--- src/rtl/pal_pkg.sv ---
// Shared sizing, configuration-bit offsets and state type for the registered PAL fabric.
// Every plane offset is a function of (N, M, P), so the core and any tooling stay in step.
package pal_pkg;

   typedef enum logic {
      UNCONFIGURED = 1'b0,
      ACTIVE       = 1'b1
   } pal_state_e;

   function automatic int and_plane_bits(input int n, input int m, input int p);
      return p * 2 * (n + m);
   endfunction

   function automatic int or_plane_bits(input int m, input int p);
      return m * p;
   endfunction

   function automatic int mc_bits(input int m);
      return 2 * m;
   endfunction

   function automatic int chain_len(input int n, input int m, input int p);
      return and_plane_bits(n, m, p) + or_plane_bits(m, p) + mc_bits(m);
   endfunction

   localparam int DEFAULT_L = chain_len(8, 6, 11);

   // Literal k of term pi: k < n+m selects s[k], otherwise ~s[k-(n+m)].
   function automatic int and_idx(input int n, input int m, input int pi, input int k);
      return pi * 2 * (n + m) + k;
   endfunction

   function automatic int or_idx(input int n, input int m, input int p, input int mi, input int pi);
      return and_plane_bits(n, m, p) + mi * p + pi;
   endfunction

   function automatic int mc_reg_idx(input int n, input int m, input int p, input int mi);
      return and_plane_bits(n, m, p) + or_plane_bits(m, p) + 2 * mi;
   endfunction

   function automatic int mc_inv_idx(input int n, input int m, input int p, input int mi);
      return mc_reg_idx(n, m, p, mi) + 1;
   endfunction

endpackage

--- src/rtl/pal_macrocell.sv ---
// One output macrocell: optional inversion, feedback register, and a
// combinational/registered output select gated by configuration validity.
module pal_macrocell (
   input  logic clk,
   input  logic res_n,
   input  logic c_i,
   input  logic inv_i,
   input  logic reg_en_i,
   input  logic cfg_valid_i,
   input  logic run_en_i,
   input  logic clr_i,
   output logic q_o,
   output logic out_o
);

   logic x;
   logic q_q;
   logic q_d;

   assign x = c_i ^ inv_i;

   // The register always tracks x when running, so feedback works even in combinational mode.
   always_comb begin
      q_d = q_q;
      if (clr_i) begin
         q_d = 1'b0;
      end else if (run_en_i && cfg_valid_i) begin
         q_d = x;
      end
   end

   always_ff @(posedge clk or negedge res_n) begin
      if (!res_n) begin
         q_q <= 1'b0;
      end else begin
         q_q <= q_d;
      end
   end

   assign q_o   = q_q;
   assign out_o = cfg_valid_i ? (reg_en_i ? q_q : x) : 1'b0;

endmodule

--- src/rtl/pal_registered_core.sv ---
// Registered PAL core: serial configuration chain with length-checked commit into an
// active configuration that drives the AND/OR planes and M macrocells.
module pal_registered_core
   import pal_pkg::*;
#(
   parameter int N = 8,
   parameter int M = 6,
   parameter int P = 11
) (
   input  logic         clk,
   input  logic         res_n,
   input  logic         cfg_in,
   input  logic         cfg_shift,
   input  logic         cfg_commit,
   output logic         cfg_out,
   output logic         cfg_valid,
   output logic         cfg_err,
   input  logic         run_en,
   input  logic [N-1:0] in_vars,
   output logic [M-1:0] out_vals
);

   localparam int NS = N + M;
   localparam int L  = chain_len(N, M, P);
   localparam int CW = $clog2(L + 2);

   logic [L-1:0]  chain_q,  chain_d;
   logic [L-1:0]  active_q, active_d;
   logic [CW-1:0] cnt_q,    cnt_d;
   logic          err_q,    err_d;
   pal_state_e    state_q,  state_d;
   logic          accept;

   logic [M-1:0]  mc_q;
   logic [NS-1:0] s;
   logic [P-1:0]  term;
   logic [M-1:0]  c;

   // A commit coinciding with a shift is refused so the applied image is never half-updated.
   always_comb begin
      chain_d  = chain_q;
      active_d = active_q;
      cnt_d    = cnt_q;
      err_d    = err_q;
      state_d  = state_q;
      accept   = cfg_commit && !cfg_shift && (cnt_q == CW'(L));
      if (cfg_shift) begin
         chain_d = {chain_q[L-2:0], cfg_in};
         if (cnt_q != CW'(L + 1)) begin
            cnt_d = cnt_q + CW'(1);
         end
      end
      if (cfg_commit) begin
         err_d = !accept;
         if (!cfg_shift) begin
            cnt_d = '0;
         end
         if (accept) begin
            active_d = chain_q;
            state_d  = ACTIVE;
         end
      end
   end

   always_ff @(posedge clk or negedge res_n) begin
      if (!res_n) begin
         chain_q  <= '0;
         active_q <= '0;
         cnt_q    <= '0;
         err_q    <= 1'b0;
         state_q  <= UNCONFIGURED;
      end else begin
         chain_q  <= chain_d;
         active_q <= active_d;
         cnt_q    <= cnt_d;
         err_q    <= err_d;
         state_q  <= state_d;
      end
   end

   assign cfg_out   = chain_q[L-1];
   assign cfg_valid = (state_q == ACTIVE);
   assign cfg_err   = err_q;

   assign s = {mc_q, in_vars};

   genvar gi;
   generate
      for (gi = 0; gi < P; gi++) begin : g_term
         logic [2*NS-1:0] sel;
         assign sel = active_q[and_idx(N, M, gi, 0) +: 2*NS];
         // An empty term reads as 0 rather than the AND identity.
         assign term[gi] = (|sel) &
                           (&((~sel[NS-1:0] | s) & (~sel[2*NS-1:NS] | ~s)));
      end

      for (gi = 0; gi < M; gi++) begin : g_out
         assign c[gi] = |(active_q[or_idx(N, M, P, gi, 0) +: P] & term);

         pal_macrocell u_mc (
            .clk         (clk),
            .res_n       (res_n),
            .c_i         (c[gi]),
            .inv_i       (active_q[mc_inv_idx(N, M, P, gi)]),
            .reg_en_i    (active_q[mc_reg_idx(N, M, P, gi)]),
            .cfg_valid_i (cfg_valid),
            .run_en_i    (run_en),
            .clr_i       (accept),
            .q_o         (mc_q[gi]),
            .out_o       (out_vals[gi])
         );
      end
   endgenerate

endmodule

--- config.mk ---
export PLATFORM = sky130hd
export DESIGN_NAME = pal_registered_core
export DESIGN_NICKNAME = d
export VERILOG_FILES = /design/src/rtl/pal_pkg.sv /design/src/rtl/pal_macrocell.sv /design/src/rtl/pal_registered_core.sv
export SDC_FILE = /design/constraint.sdc
export NUM_CORES = 1
export LEC_CHECK = 0
export BUFFER_PORTS_ARGS = -buffer_cell sky130_fd_sc_hd__buf_4
export CORE_UTILIZATION = 55
export DETAILED_ROUTE_END_ITERATION = 8
export GPL_ROUTABILITY_DRIVEN = 0
export HOLD_SLACK_MARGIN = 0.08
export PLACE_DENSITY = 0.76
export SYNTH_ARGS = -nofsm -noshare
export SYNTH_HDL_FRONTEND = slang
export SYNTH_SLANG_ARGS = --single-unit
--- constraint.sdc ---
create_clock -name clk -period 4 [get_ports clk]
set_clock_uncertainty 0.2 [all_clocks]
set_input_delay 0.8 -clock clk [delete_from_list [all_inputs] [get_ports clk]]
set_output_delay 0.8 -clock clk [all_outputs]
set_load 0.02 [all_outputs]
# Word level (Yosys, flattened, before mapping)

Cells that the tools add are included.

Bits in registers: 789
Output and inout bits: 9
Logic and storage cells: 156

$add $sub $neg: 1
Equal/unequal tests: 2
Multiplexer cells: 28
Bitwise logic cells: 79
Reductions and logical operators: 35

Operators with widths:

| cell                  | number |
|---|---|
| $not A14 Y14          | 23 |
| $or A14 B14 Y14       | 22 |
| $reduce_or A28 Y1     | 11 |
| $and A14 B14 Y14      | 11 |
| $reduce_and A14 Y1    | 11 |
| $and A11 B11 Y11      | 6 |
| $reduce_or A11 Y1     | 6 |
| $mux W9               | 4 |
| $mux W1               | 24 |
| $and A1 B1 Y1         | 11 |
| $add A9 B1 Y9 const B | 1 |
| $eq A9 B9 Y1 const B  | 1 |
| $ne A9 B9 Y1 const B  | 1 |
| $xor A1 B1 Y1         | 6 |
| $logic_and A1 B1 Y1   | 3 |
| $logic_not A1 Y1      | 2 |
| $reduce_and A2 Y1     | 1 |
| $reduce_bool A2 Y1    | 1 |

# Depth between registers and ports, before layout

Gate-level depths: netlist of run 1.

Depth after elaboration: 10
Depth in mapped cells: 11
Gate-level depth less buffers: 8

# Modules after synthesis

From an unflattened synthesis of run 1, not the netlist that was laid out.

Cell total of the unflattened synthesis: 3,043
Area, all modules: 32,801.5 um^2

By module, submodules not included:

| module              | instances | cells an instance | area an instance (um^2) | seq. area each (um^2) |
|---|---|---|---|---|
| pal_registered_core | 1         | 2,995             | 32,388.6                | 19,593.8 |
| pal_macrocell       | 6         | 8                 | 68.8                    | 25.0 |

# Least setup slack after synthesis of run 1

OpenSTA, ideal clock, no wires.

Kind: in2out
Start: input in_vars[7]
End: output out_vals[3]
Arrival: 2,805 ps
Required time: 3,000 ps
Path slack: 195 ps
Stages on the path: 10
Cells stage by stage: buf_2 mux2i_1 nand2_1 or4_4 or3_4 o2111a_1 a31o_1 nand3b_1 a21boi_1 buf_4

Longest elaborated chain between the ends: 10
Elaborated cells between the ends (all ways): 61
Those cells by class: 2 x mux; 47 x bitwise; 12 x reduce/logical

Ends and longest elaborated chain:

| element                | RTL line                  | source |
|---|---|---|
| from (decl)            | pal_registered_core.sv:19 | `input logic [N-1:0] in_vars,` |
| $not A14 Y14           | pal_registered_core.sv:94 | `(&((~sel[NS-1:0] \| s) & (~sel[2*NS-1:NS] \| ~s)));` |
| $or A14 B14 Y14        | pal_registered_core.sv:94 |  |
| $and A14 B14 Y14       | pal_registered_core.sv:94 |  |
| $reduce_and A14 Y1     | pal_registered_core.sv:94 |  |
| $and A1 B1 Y1          | pal_registered_core.sv:93 | `assign term[gi] = (\|sel) &` |
| $and A11 B11 Y11 *     | pal_registered_core.sv:98 | `assign c[gi] = \|(active_q[or_idx(N, M, P, gi, 0) +: P] & term);` |
| $reduce_or A11 Y1 *    | pal_registered_core.sv:98 |  |
| $xor A1 B1 Y1 *        | pal_macrocell.sv:20       | `assign x = c_i ^ inv_i;` |
| $mux W1 * (2 in a row) | pal_macrocell.sv:41       | `assign out_o = cfg_valid_i ? (reg_en_i ? q_q : x) : 1'b0;` |
| to (decl)              | pal_registered_core.sv:20 | `output logic [M-1:0] out_vals` |

Every way passes the cells marked *; elsewhere a longest branch is shown, timed or not.

# Final worst setup path of run 1

Start: register g_out[0].u_mc.q_q
End: output out_vals[2]

Longest elaborated chain between the ends: 10
Elaborated cells between the ends (all ways): 61
Those cells by class: 2 x mux; 47 x bitwise; 12 x reduce/logical

Ends and longest elaborated chain:

| element                | RTL line                  | source |
|---|---|---|
| from (decl)            | pal_macrocell.sv:17       | `logic q_q;` |
| from (signal assigned) | pal_macrocell.sv:36       | `q_q <= q_d;` |
| $not A14 Y14           | pal_registered_core.sv:94 |  |
| $or A14 B14 Y14        | pal_registered_core.sv:94 |  |
| $and A14 B14 Y14       | pal_registered_core.sv:94 |  |
| $reduce_and A14 Y1     | pal_registered_core.sv:94 |  |
| $and A1 B1 Y1          | pal_registered_core.sv:93 |  |
| $and A11 B11 Y11 *     | pal_registered_core.sv:98 |  |
| $reduce_or A11 Y1 *    | pal_registered_core.sv:98 |  |
| $xor A1 B1 Y1 *        | pal_macrocell.sv:20       |  |
| $mux W1 * (2 in a row) | pal_macrocell.sv:41       |  |

Marks and branches as above.

==> results of run 1 <==
[metrics by stage]
| stage | setup TNS, ps | total power [mW] | cell area, um2 |
|---|---|---|---|
| global route | -2240 | 17.2 | 37900 |
| finish | -1900 | 16.7 | 37900 |
| CTS | -1710 | 16.8 | 37400 |
| global placement | -943 | 8.94 | 34500 |
| detailed placement | -789 | 8.97 | 34500 |
| floorplan | 0 | 8.65 | 32800 |
[critical path, stage by stage (launching register included)]
cell	delay [ps]
dfrtp_2	480
mux2i_2	270
o221ai_1	150
or4_4	600
buf_4	180
nor3_4	210
a222oi_1	130
buf_4	160
a31o_1	230
nand3b_1	90
a21boi_1	70
buf_4	160
[kinds of logic after synthesis]
family | share of synthesized area
AO/OA/AOI/OAI | 0.0346
XOR/XNOR | 0.000800
adder cells (fa/ha/maj) | 0.000762
buffers and inverters | 0.0278
flip-flops | 0.601
multiplexers | 0.265
AND/OR/NAND/NOR | 0.0702
[final timing paths]
check,slack [ps],depth (start not counted),endpoint,from
worst min register to register,290,1,cnt_q[8],cnt_q[8]
worst max-delay path,-350,11,out_vals[2],g_out[0].u_mc.q_o
worst min-delay path,220,2,chain_q[0],cfg_in
min in group asynchronous,490,2,chain_q[90],res_n
worst max register to register,900,5,active_q[327],cnt_q[3]
max in group asynchronous,1940,3,chain_q[176],res_n
[cells in the mapped netlist, types with 3 or more instances]
master,instances
nand3b_1,5
nor2b_1,13
a22oi_1,18
nand2b_1,43
o2111a_1,9
o21ai_0,61
o2111ai_1,15
nor2_1,11
clkbuf_1,50
a222oi_1,3
or3_1,3
a31o_1,5
a211oi_1,3
mux2_2,718
mux2i_1,53
inv_1,63
buf_6,4
nor3_1,5
a21boi_1,6
nand4_1,42
o221ai_1,5
nor4b_1,3
nor4_1,86
and4_1,10
a221oi_1,3
nand2_1,125
mux2_1,7
o22ai_1,5
and3_1,11
buf_2,48
buf_4,27
a2111oi_0,4
nand3_1,45
xor2_1,3
a21oi_1,12
dfrtp_1,789
or4b_1,3
[what timing repair did]
action	in CTS	in global routing
buffers inserted	12	14
resized for setup	17	66
gates cloned	0	1
hold endpoints to repair	30	0
hold buffers	1	0
pin swaps	7	30
setup endpoints to repair	6	6
[state kept, by name, summed over array words and instances, names as in the netlist]
| register | cells |
|---|---|
| active_q | 386 |
| chain_q | 386 |
| cfg_valid | 1 |
| g_out.u_mc.q_o | 6 |
| cnt_q | 9 |
| cfg_err | 1 |
[power by group]
group          switching, mW  internal, mW  leakage, nW  total [mW]
registers              0.113          8.12         10.7        8.24
clock network           3.12          4.77         1.37        7.89
logic                  0.353         0.241         6.55       0.595
[layer usage]
layer,wire (um),GRT usage
met4,2910,0.0975
met5,0,0
met2,34700,0.386
met3,5310,0.0581
met1,32500,0.355
[area by class of cell]
cell class,instances,area [um2]
repair buffers,166,1600
multi-input cells,1361,12600
flip-flops and latches,789,19800
inverters,63,236
diodes,1,2.50
well taps,773,967
fillers,4155,21100
clock buffers,116,2370
clock inverters,28,423
[cell usage in the layout, fill, tap and decap left out, types with 12 or more instances in the layout]
master     synthesis  routed
a21oi_1           12      12
a22oi_1           18      14
buf_12             0      22
buf_4             27     129
clkbuf_1          50      16
clkbuf_16          0      84
clkbuf_8           0      17
dfrtp_1          789     784
inv_1             63      63
mux2_2           718     718
mux2i_1           53      49
nand2_1          125     125
nand2b_1          43      42
nand3_1           45      44
nand4_1           42      42
nor2b_1           13      13
nor4_1            86      67
nor4_2             1      19
o2111ai_1         15      12
o21ai_0           61      61
==> impl_metrics.env, run 1 <==
export IMPL_status="finished with violations"
export IMPL_violations="setup timing"
export IMPL_drt_iter0_drc=1842
export IMPL_cts_sinks=789
export IMPL_netlist_top_cells_area="dfrtp_1, mux2_2, nor4_1, mux2i_1, nand2_1"
export IMPL_yosysWarnings=0
export IMPL_io_buffer_count=22
export IMPL_yosysTopAreaCell="dfrtp_1"
export IMPL_synth_edf_count=0
export IMPL_fin_crit_ps=4350
export IMPL_grt_pass1_wl_um=120000
export IMPL_cts_root_buf="clkbuf_16"
export IMPL_synth_nets=2358
export IMPL_h_tree_depth=3
export IMPL_core_area_mm2=0.0590
export IMPL_leakagePower_nw=18.6
export IMPL_syn2layout_area_growth_pct=15.4
export IMPL_synth_area_mm2=0.0328
export IMPL_fmaxAchievable_mhz=230
export IMPL_syn_area_per_cell_um2=14.0
export IMPL_num_vias=20000
export IMPL_ys_flop_type="dfrtp_1"
export IMPL_initial_core_util=0.556
export IMPL_maxCapViolations=0
export IMPL_ir_drop_uv=403
export IMPL_track_usage=0.254
export IMPL_dieArea_mm2=0.0607
export IMPL_setup_worst_path_class="register to output port"
export IMPL_synth_top_area_share=0.601
export IMPL_antenna_found_initial=0
export IMPL_dpl_cell_count=3126
export IMPL_final_util=0.642
export IMPL_stdcell_count=3297
export IMPL_synthCells=2342
export IMPL_clk_pin_slew_ps=60
export IMPL_post_drt_wl_per_cell_um=22.9
export IMPL_seq_area_frac_synth=0.601
export IMPL_cp_required_ps=3000
export IMPL_die_h_um=246
export IMPL_drive_gt1_frac=0.430
export IMPL_die_w_um=246
export IMPL_ioPinCount=23
export IMPL_fin_crit_sh=1.09
export IMPL_drt_wl_total_um=75400
export IMPL_via_per_inst=6.07
export IMPL_hold_violations=0
export IMPL_dr_pass1_iters=7
export IMPL_yosys_cell_types_count=58
export IMPL_grt_pass1_vias=20600
export IMPL_place_hpwl_um=49800
export IMPL_max_slew_margin_rel=0.250
export IMPL_critPathArrivalTime_ps=3350
export IMPL_final_nets=2477
export IMPL_row_count=89
export IMPL_clk_latency_ps=620
export IMPL_worstSetupEndpointType="output port"
export IMPL_drtAntennaViolNets=0
export IMPL_pre_cts_slack_ps=-189
export IMPL_cts_buffers=80
export IMPL_fin_ws_ps=-354
export IMPL_cts_tree="built"
export IMPL_p_per_area_mw_per_mm2=441
export IMPL_finalHoldWorstSlack_ps=219
export IMPL_cp_max_fo=5
export IMPL_ctsLongestPathBuffers=3
export IMPL_grt_max_degree=136
export IMPL_startpoint_type="register"
export IMPL_tightest_slew_ps=1130
export IMPL_grt_ovfl_total=0
export IMPL_hold_path_class="input port to register"
export IMPL_rsz0062_at_grt="yes"
export IMPL_setup_viol=6
export IMPL_drv_slew=0
export IMPL_synthArstFlopShare=1.00
export IMPL_yosys_register_bits=789
export IMPL_drc_errors=0
Note: power is estimated with default switching activity, not from simulation.
==> run 2, diff against run 1 <==
- CORE_UTILIZATION: 55 -> 35
- PLACE_DENSITY: 0.76 -> 0.54
==> run 2 against run 1 <==
The run still ends with setup timing left. Sequential share of layout area fell by 1.4 points. Clock power rose by 8.5%. Clock-buffer cell count fell by 5. Combinational power rose by 5.2%.
==> impl_metrics.env, run 2 (synthesized netlist as in run 1, its figures left out) <==
export IMPL_pre_cts_slack_ps=-350
export IMPL_drive_gt1_frac=0.432
export IMPL_startpoint="g_out[2].u_mc.q_o"
export IMPL_cts_sinks=789
export IMPL_fmaxAchievable_mhz=232
export IMPL_drt_iter0_drc=1439
export IMPL_ioPinCount=23
export IMPL_total_power_mw=17.4
export IMPL_final_cell_mix="dfrtp_1, mux2_2, buf_4"
export IMPL_track_usage=0.173
export IMPL_core_area_mm2=0.0924
export IMPL_setup_viol=6
export IMPL_ctsLongestPathBuffers=3
export IMPL_die_h_um=308
export IMPL_initial_core_util=0.356
export IMPL_r2r_end="g_out[5].u_mc.q_o"
export IMPL_cp_max_fo=5
export IMPL_final_nets=2507
export IMPL_max_slew_margin_rel=0.299
export IMPL_h_tree_depth=3
export IMPL_via_per_inst=5.20
export IMPL_clk_pin_slew_ps=60
export IMPL_leakagePower_nw=18.9
export IMPL_fin_crit_sh=1.08
export IMPL_dr_pass1_iters=6
export IMPL_drc_errors=0
export IMPL_hold_buffers=0
export IMPL_place_hpwl_um=54300
export IMPL_setup_worst_path_class="register to output port"
export IMPL_io_buffer_count=22
export IMPL_die_w_um=308
export IMPL_rr_worst_depth=12
export IMPL_critPathCapture="out_vals[5]"
export IMPL_cts_tree="built"
export IMPL_drtAntennaViolNets=0
export IMPL_n_antenna_cell=0
export IMPL_reg_largest_list="active_q (386), chain_q (386), cnt_q (9)"
export IMPL_grt_pass1_vias=20800
export IMPL_final_common_cell="dfrtp_1"
export IMPL_cts_buffers=87
export IMPL_drt_wl_total_um=80200
export IMPL_num_vias=19800
export IMPL_grt_pass1_wl_um=128000
export IMPL_finalHoldWorstSlack_ps=45.0
export IMPL_fin_ws_ps=-305
export IMPL_hold_violations=0
export IMPL_ir_drop_uv=330
export IMPL_p_per_area_mw_per_mm2=447
export IMPL_status="finished with violations"
export IMPL_fin_crit_ps=4310
export IMPL_critPathArrivalTime_ps=3310
export IMPL_dieArea_mm2=0.0951
export IMPL_fin_tns_setup_ps=-1710
export IMPL_reg2reg_from="g_out[2].u_mc.q_o"
export IMPL_reg2reg_slack_ps=910
export IMPL_row_count=111
export IMPL_cts_root_buf="clkbuf_16"
export IMPL_worstSetupEndpointType="output port"
export IMPL_grt_ovfl_total=0
export IMPL_tightest_slew_ps=1050
export IMPL_syn2layout_area_growth_pct=18.6
export IMPL_maxCapViolations=0
export IMPL_clk_latency_ps=650
export IMPL_post_drt_wl_per_cell_um=21.1
export IMPL_grt_max_degree=137
export IMPL_drv_slew=0
export IMPL_violations="setup timing"
export IMPL_hold_path_class="input port to asynchronous set/reset pin"
export IMPL_antenna_found_initial=0
export IMPL_cp_required_ps=3000
export IMPL_startpoint_type="register"
export IMPL_rsz0062_at_grt="yes"
-- run 2: changes by cell type in the layout (fill, tap and decap cells not counted), moves of 6 or more --
cell | previous run | this run
buf_12 | 22 | 32
clkinv_2 | 11 | 21
nor4_2 | 19 | 9
nor4_1 | 67 | 77
buf_4 | 129 | 145
clkbuf_1 | 16 | 10
-- run 2: area by class of cell --
type,count,area (um2)
Tap cell,1243,1560
Multi-Input combinational cell,1361,12500
Timing Repair Buffer,189,1870
Sequential cell,789,19700
Fill cell,8415,53400
Clock buffer,111,2410
Inverter,63,236
Clock inverter,49,697
-- run 2: worst min path at each step --
stage	slack, ps	to	from
floorplan	250	cnt_q[8]	cnt_q[8]
global placement	270	cnt_q[8]	cnt_q[8]
detailed placement	290	active_q[265]	chain_q[265]
CTS	90	chain_q[62]	res_n
global route	110	chain_q[67]	res_n
finish	50	chain_q[67]	res_n
-- run 2: metal layers --
layer / routed length (um) / track usage / share of wire / vias to the layer above
met4: 2330 / 0.0565 / 0.029 / 0
met5: 0 / 0 / 0 / -
li1: - / - / - / 8824
met3: 3940 / 0.0284 / 0.049 / 136
met1: 38200 / 0.254 / 0.48 / 10400
met2: 35700 / 0.260 / 0.45 / 450
-- run 2: power by group --
group          internal [mW]  switching (mW)
sequential              8.12           0.107
clock                   5.16            3.40
combinational          0.259           0.368
-- run 2: timing repair --
item / 4_1_cts / 5_1_grt
buffers inserted: 18 / 2
cloned: 0 / 0
pin swaps: 15 / 9
resized for setup: 38 / 21
setup endpoints to repair: 6 / 6
-- run 2: per-stage QoR --
step,std cells,util,cell area (um2)
CTS,3804,0.420,38800
floorplan,2342,-,32800
global placement,3627,0.383,35400
detailed placement,3627,0.383,35400
finish,3805,0.422,39000
global route,3805,0.422,39000
-- run 2: worst max-delay path, cell delays in order (launching register included) --
cell	delay, ps
dfrtp_2	460
buf_12	170
buf_4	150
mux2i_1	110
nand4_1	120
nor4_4	60
buf_4	170
buf_4	160
and3_1	180
a221o_1	320
or4_4	460
nand3b_4	100
a21boi_4	60
buf_6	130
